## src/rtl/nibble_stim_tx.sv

```systemverilog
// Paired 4-bit stimulus source: incrementing stream on data_in, saturating decrementing
// stream on decre_in, offered with enable and accepted by next, in bursts of latched length.
module nibble_stim_tx #(
  parameter int unsigned INC_MIN = 4,
  parameter int unsigned CNT_W   = 8
) (
  input  logic             clock1,
  input  logic             rst,
  input  logic             start,
  input  logic             abort,
  input  logic [3:0]       inc_seed,
  input  logic [3:0]       dec_seed,
  input  logic [CNT_W-1:0] beats,
  input  logic             next,
  output logic             enable,
  output logic [3:0]       data_in,
  output logic [3:0]       decre_in,
  output logic             busy,
  output logic             done,
  output logic [CNT_W-1:0] sent_cnt
);

  typedef enum logic [1:0] {StIdle, StSend, StFin} state_e;

  state_e           state_q;
  logic [CNT_W-1:0] beats_q;
  logic             xfer;
  logic [CNT_W-1:0] sent_inc;
  logic [3:0]       data_adv;
  logic [3:0]       decre_adv;

  assign xfer     = enable && next;
  assign sent_inc = sent_cnt + CNT_W'(1);

  // Values below the threshold hold; 15 wraps to 0, which then sits below the threshold.
  always_comb begin
    data_adv  = data_in;
    decre_adv = decre_in;
    if (32'(data_in) >= INC_MIN) data_adv = data_in + 4'd1;
    if (decre_in != 4'd0) decre_adv = decre_in - 4'd1;
  end

  always_ff @(posedge clock1) begin
    if (rst) begin
      state_q  <= StIdle;
      beats_q  <= '0;
      enable   <= 1'b0;
      data_in  <= 4'd0;
      decre_in <= 4'd0;
      busy     <= 1'b0;
      done     <= 1'b0;
      sent_cnt <= '0;
    end else begin
      unique case (state_q)
        StIdle: begin
          enable <= 1'b0;
          busy   <= 1'b0;
          done   <= 1'b0;
          if (start && !abort) begin
            beats_q  <= beats;
            sent_cnt <= '0;
            data_in  <= inc_seed;
            decre_in <= dec_seed;
            busy     <= 1'b1;
            if (beats == '0) begin
              state_q <= StFin;
              done    <= 1'b1;
            end else begin
              state_q <= StSend;
              enable  <= 1'b1;
            end
          end
        end
        StSend: begin
          if (xfer) begin
            sent_cnt <= sent_inc;
            data_in  <= data_adv;
            decre_in <= decre_adv;
          end
          // Abort wins over completion, even on the final transfer.
          if (abort) begin
            state_q <= StIdle;
            enable  <= 1'b0;
            busy    <= 1'b0;
          end else if (xfer && sent_inc == beats_q) begin
            state_q <= StFin;
            enable  <= 1'b0;
            done    <= 1'b1;
          end
        end
        StFin: begin
          state_q <= StIdle;
          enable  <= 1'b0;
          busy    <= 1'b0;
          done    <= 1'b0;
        end
        default: begin
          state_q <= StIdle;
          enable  <= 1'b0;
          busy    <= 1'b0;
          done    <= 1'b0;
        end
      endcase
    end
  end

endmodule

```

## config.mk

```make
export PLATFORM = sky130hd
export DESIGN_NAME = nibble_stim_tx
export DESIGN_NICKNAME = d
export VERILOG_FILES = /design/src/rtl/nibble_stim_tx.sv
export SDC_FILE = /design/constraint.sdc
export NUM_CORES = 1
export LEC_CHECK = 0
export CAP_MARGIN = 40
export CORE_UTILIZATION = 38
export CTS_CLUSTER_DIAMETER = 80
export DETAILED_ROUTE_END_ITERATION = 10
export DONT_BUFFER_PORTS = 1
export HOLD_SLACK_MARGIN = 0.15
export PLACE_DENSITY_LB_ADDON = 0.05
export SLEW_MARGIN = 10
export SYNTH_ARGS = -nofsm -noshare
export SYNTH_HDL_FRONTEND = slang
export SYNTH_SLANG_ARGS = --single-unit
```

## constraint.sdc

```tcl
create_clock -name clock1 -period 4.55 [get_ports clock1]
set_input_delay 0.455 -clock clock1 [delete_from_list [all_inputs] [get_ports clock1]]
set_output_delay 0.455 -clock clock1 [all_outputs]
set_load 0.005 [all_outputs]
```

* Word-level counts from Yosys, hierarchy flattened
Index checks and enable logic that the tools add are counted.
** Storage, ports and cells
- Register bits after elaboration :: 29
- Input port bits :: 21
- Output and inout port bits :: 19
- Logic and storage cells :: 65
** Operators by class
- $add $sub $neg :: 3
- Magnitude comparators :: 1
- Equality and inequality tests :: 10
- Muxes and demuxes :: 29
- Reduce and logical (&&, ||, !) cells :: 14
** Operator list (count)
- $mux W4 :: 6
- $mux W8 :: 2
- $pmux W4 S2 :: 2
- $pmux W8 S2 :: 1
- $ne A2 B2 Y1 const B :: 7
- $mux W1 :: 10
- $add A8 B1 Y8 const B :: 1
- $eq A8 B8 Y1 :: 1
- $logic_not A8 Y1 :: 1
- $mux W2 :: 4
- $reduce_and A4 Y1 :: 2
- $pmux W1 S2 :: 3
- $reduce_and A2 Y1 :: 3
- $add A4 B1 Y4 const B :: 1
- $ge A4 B3 Y1 const B :: 1
- $pmux W2 S2 :: 1
- $reduce_bool A4 Y1 :: 1
- $sub A4 B1 Y4 const B :: 1
- $logic_and A1 B1 Y1 :: 3
- $ne A3 B3 Y1 const B :: 1
- $reduce_and A3 Y1 :: 1
- $eq A2 B1 Y1 const B :: 1
- $logic_not A2 Y1 :: 1
- $reduce_bool A2 Y1 :: 1
- $logic_not A1 Y1 :: 1

* Logic depth before layout (Yosys ltp)
- Depth after elaboration :: 6
- Gate-level depth with buffers :: 7
- Mapped depth without buffers :: 7

* Worst setup path before layout
OpenSTA, ideal clock, no wires.
- Path type :: input -> register
- From :: input port abort
- To :: register data_in[3]
- Arrival :: 1.464 ns
- Data required time :: 4.422 ns
- Path slack :: 2.959 ns
- Stages on the path :: 6
- Buffers on the path :: 1
- Path through :: or4b_4 > nand2_2 > buf_4 > o21ai_0 > a22oi_1 > nor2_1
** Between the ends
- Cells in the longest elaborated chain, start to end :: 4
** Ends and longest elaborated chain
- from (decl) :: RTL line 10 : input logic abort,
- $logic_not A1 Y1 :: RTL line 59 : if (start && !abort) begin
- $logic_and A1 B1 Y1 :: RTL line 59
- $ne A2 B2 Y1 (no line)
- $reduce_and A4 Y1 (no line)
- to (signal assigned) :: RTL line 62 : data_in <= inc_seed;
- to (signal assigned) :: RTL line 77 : data_in <= data_adv;
- to (decl) :: RTL line 16 : output logic [3:0] data_in,
Every way passes these cells.
A chain may end at the register's enable or synchronous reset.

* Worst setup path after layout
- From :: register enable
- To :: register data_in[1]
** Between the ends
- Cells in the longest elaborated chain, start to end :: 3
** Ends and longest elaborated chain
- from (decl) :: RTL line 15 : output logic enable,
- from (signal assigned) :: RTL line 47 : enable <= 1'b0;
- from (signal assigned) :: RTL line 56 : enable <= 1'b0;
- from (signal assigned) :: RTL line 70 : enable <= 1'b1;
- $logic_and A1 B1 Y1 :: RTL line 32 : assign xfer = enable && next;
- $ne A2 B2 Y1 (no line)
- $reduce_and A4 Y1 (no line)
Every way passes these cells.

==> Flow_metrics.wiki <==
{| class="wikitable"
! Metric !! Value
|-
| Wirelength, routed || 3.84 mm
|-
| Number of nets still failing antenna checks after routing || 0
|-
| Dominant cells by area after synthesis || sky130_fd_sc_hd__dfxtp_1 (36%), sky130_fd_sc_hd__nand2_1 (6.1%), sky130_fd_sc_hd__nor2_1 (6.1%)
|-
| 1st-pass router iterations || 4
|-
| Wire length of the first global-routing pass || 6.52 mm
|-
| Core area || 4030 µm²
|-
| Cts hold-fix bufs || 0
|-
| Die Span X || 66.8 µm
|-
| Type of the worst setup path || reg -> reg
|-
| Number of sinks handled by clock tree synthesis || 29
|-
| Instance count on the critical path || 5
|-
| Post-synthesis to final-layout area growth || 7.45%
|-
| Gate count after technology mapping || 202
|-
| Maximum clock skew at final layout || 0.00370 ns
|-
| Number of hold violations in the final report || 0
|-
| Main synth FF type || sky130_fd_sc_hd__dfxtp_1
|-
| TritonCTS buffer count || 5
|-
| Setup slack of the worst register-to-register path || 2.64 ns
|-
| Required time worst endpoint || 4.74 ns
|-
| Clock Latency Late Sink || 0.27 ns
|-
| Biggest fanout along the worst timing path || 13
|-
| Proportion of synthesized chip area in sequential cells || 36.4%
|-
| Post-cts sizing count || 0
|-
| Hold wc startpoint || rst
|-
| Antenna fix cells || 0
|-
| Max Transition Viols Final || 0
|-
| Launching element of the worst setup path || enable
|-
| Violation count after the first detailed-routing iteration || 66
|-
| Portion of the clock cycle consumed by the worst path in the final layout || 42.0%
|-
| Cell taking the most area after synthesis || sky130_fd_sc_hd__dfxtp_1
|-
| Transition time of the tightest slew-check pin || 0.782 ns
|-
| Worst path arrival time || 2.10 ns
|-
| Total of buffers placed on input and output ports || 0
|-
| Global router's overall resource usage || 19.9%
|-
| Worst-case vdd ir drop || 0.167 mV
|-
| Cell area after synthesis || 1600 µm²
|-
| Number of enable flip-flop cells after synthesis || 0
|-
| Largest stage delay on the critical path || 0.46 ns
|-
| Number of global-route vias before repair || 1368
|-
| WP buf/inv || 0
|-
| CP delay by family, top || simple AND/OR/NAND/NOR gates
|-
| Number of placed cells counting well taps || 242
|-
| Number of antenna violations at the first check in global routing || 0
|-
| Number of top-level pins || 40
|-
| Setup violators final || 0
|-
| Slowest-stage cell, CP || sky130_fd_sc_hd__nand4b_1
|-
| Peak Freq || 0.523 GHz
|-
| RSZ-0062 raised after global routing || false
|-
| Starting density of the core || 39.6%
|-
| Type of the worst min-delay path || in -> reg
|-
| Max cap viols || 0
|-
| Total die area || 4460 µm²
|-
| DRC violations left || 0
|-
| Number of nets in the layout || 224
|-
| Via count || 1405
|-
| Worst Setup Start Kind || flop
|-
| Root buffer cell || sky130_fd_sc_hd__clkbuf_8
|-
| Post-detail-place hpwl || 2.80 mm
|-
| Post-synthesis average cell area || 7.90 µm²
|-
| Buffer depth of the longest clock path || 2
|-
| R2r worst-path depth || 5
|-
| Detailed-route vias per instance || 5.62
|-
| Most common cell in the netlist || sky130_fd_sc_hd__dfxtp_1
|-
| Relative slew slack || 47.9%
|-
| Commonest cells post-synth || sky130_fd_sc_hd__dfxtp_1 (29), sky130_fd_sc_hd__nand2_1 (26), sky130_fd_sc_hd__nor2_1 (26)
|-
| CP endpoint kind || flop
|-
| Post-CTS Setup Inserts || 0
|-
| Total power divided by cell area || 325 nW/µm²
|-
| Gr ovfl total || 0
|-
| Cell depth of the worst min-delay path || 1
|-
| Number of rows in the core area || 23
|-
| RR Endpoint || data_in[1]
|-
| CP cell instances || nand4b_1 -> nand2_2 -> o31a_4 -> nor2_1 -> a311oi_2
|-
| Final period demand of the worst path || 1.91 ns
|-
| Static leakage || 0.588 nW
|-
| Area share of the leading cell type in the synthesized netlist || 36.4%
|-
| Synth Net Count || 227
|-
| Largest net degree at the start of global routing || 30
|-
| CTS H-tree lvls || 2
|-
| Filler-free cell count of the finished design || 250
|-
| Setup_tns || 0 ns
|-
| Layout cell share with drive strength beyond 1 || 7.50%
|-
| Worst min-delay path endpoint || beats_q[4]
|-
| Run status || complete, no violations
|-
| TritonCTS clock tree || done
|-
| Number of distinct library cells after synthesis || 46
|-
| DIE HEIGHT || 66.8 µm
|-
| Synthesis-stage register bit count || 29
|-
| Routability-driven placement congestion ratio || 0.786
|-
| Wire length per cell || 15.4 µm
|-
| Proportion of synthesized flip-flops having asynchronous set or reset || 0%
|-
| Reg clk slew, reported paths || 0.06 ns
|-
| Number of warnings printed during yosys synthesis || 0
|-
| Crit Reg-Reg Startpoint || enable
|}
worst max-delay path by stage:
stage                 end  slack [ns]
2_1_floorplan  data_in[3]        2.96
3_3_place_gp   data_in[0]        2.65
3_5_place_dp   data_in[1]        2.64
4_1_cts        data_in[1]        2.63
5_1_grt        data_in[1]        2.43
6_report       data_in[1]        2.64
sequential cells by signal (all words and copies together), names as in the netlist:
name and count:
beats_q 8, busy 1, data_in 4, decre_in 4
done 1, enable 1, sent_cnt 8, state_q 2
placed cells by master (no fill, tap or decap), types with 2 or more instances in the layout:
cell type / netlist / final
sky130_fd_sc_hd__clkbuf_8: 0 / 7
sky130_fd_sc_hd__a211oi_1: 3 / 3
sky130_fd_sc_hd__xor2_1: 2 / 2
sky130_fd_sc_hd__a21oi_1: 19 / 19
sky130_fd_sc_hd__nand4b_1: 2 / 2
sky130_fd_sc_hd__and3_1: 2 / 2
sky130_fd_sc_hd__nand2b_1: 3 / 3
sky130_fd_sc_hd__nor4_1: 5 / 5
sky130_fd_sc_hd__nand2_1: 26 / 26
sky130_fd_sc_hd__a22o_1: 2 / 2
sky130_fd_sc_hd__o21a_1: 2 / 2
sky130_fd_sc_hd__mux2i_1: 2 / 2
sky130_fd_sc_hd__o21ai_0: 13 / 13
sky130_fd_sc_hd__ha_1: 4 / 4
sky130_fd_sc_hd__nand3_1: 4 / 4
sky130_fd_sc_hd__o31ai_1: 2 / 2
sky130_fd_sc_hd__nand4_1: 4 / 4
sky130_fd_sc_hd__nor2_1: 26 / 26
sky130_fd_sc_hd__xnor2_1: 5 / 5
sky130_fd_sc_hd__dfxtp_1: 29 / 29
sky130_fd_sc_hd__a22oi_1: 6 / 6
sky130_fd_sc_hd__nor3_1: 4 / 4
sky130_fd_sc_hd__or3_1: 2 / 2
sky130_fd_sc_hd__inv_1: 5 / 5
through the flow:
stage          hold WS (ns)  power [mW]  setup WS (ns)  util (%)  cell area (µm²)
2_1_floorplan         0.448       0.325           2.96         -             1600
3_3_place_gp          0.456       0.332           2.65      40.0             1610
3_5_place_dp          0.459       0.333           2.64      40.0             1610
4_1_cts               0.232       0.565           2.63      42.5             1710
5_1_grt               0.217       0.593           2.43      42.5             1710
6_report              0.246       0.556           2.64      42.5             1710
final cells by class:
cell class / count / area [µm²]
Clock buffer: 7 / 96.3
Clock inverter: 1 / 5.00
Fill cell: 425 / 2310
Inverter: 5 / 18.8
Multi-Input combinational cell: 157 / 943
Sequential cell: 29 / 581
Tap cell: 50 / 62.6
Timing Repair Buffer: 1 / 7.51
layer usage:
metal	vias up	global-route usage (%)	wire, µm
met2	35	31.1	1770
met1	645	25.2	1790
met5	-	0	0
met3	5	7.88	233
li1	720	-	-
met4	0	5.59	44
logic make-up (layout without fill, tap and decap cells):
family / Yosys count / after routing / synth area share [%]
simple gates: 87 / 87 / 27.2
compound gates: 57 / 57 / 23.7
flops: 29 / 29 / 36.4
buf+inv: 16 / 14 / 4.47
xor+xnor: 7 / 7 / 3.84
fa+ha+maj: 4 / 4 / 3.14
mux: 2 / 2 / 1.25
report_power, final:
| group | leakage, nW | switching (mW) | total [mW] | internal (mW) |
|---|---|---|---|---|
| registers | 0.236 | 0.0108 | 0.274 | 0.263 |
| logic | 0.298 | 0.0296 | 0.0526 | 0.0230 |
| clock network | 0.0542 | 0.0931 | 0.229 | 0.136 |
Note: power is estimated with default switching activity, not from simulation.
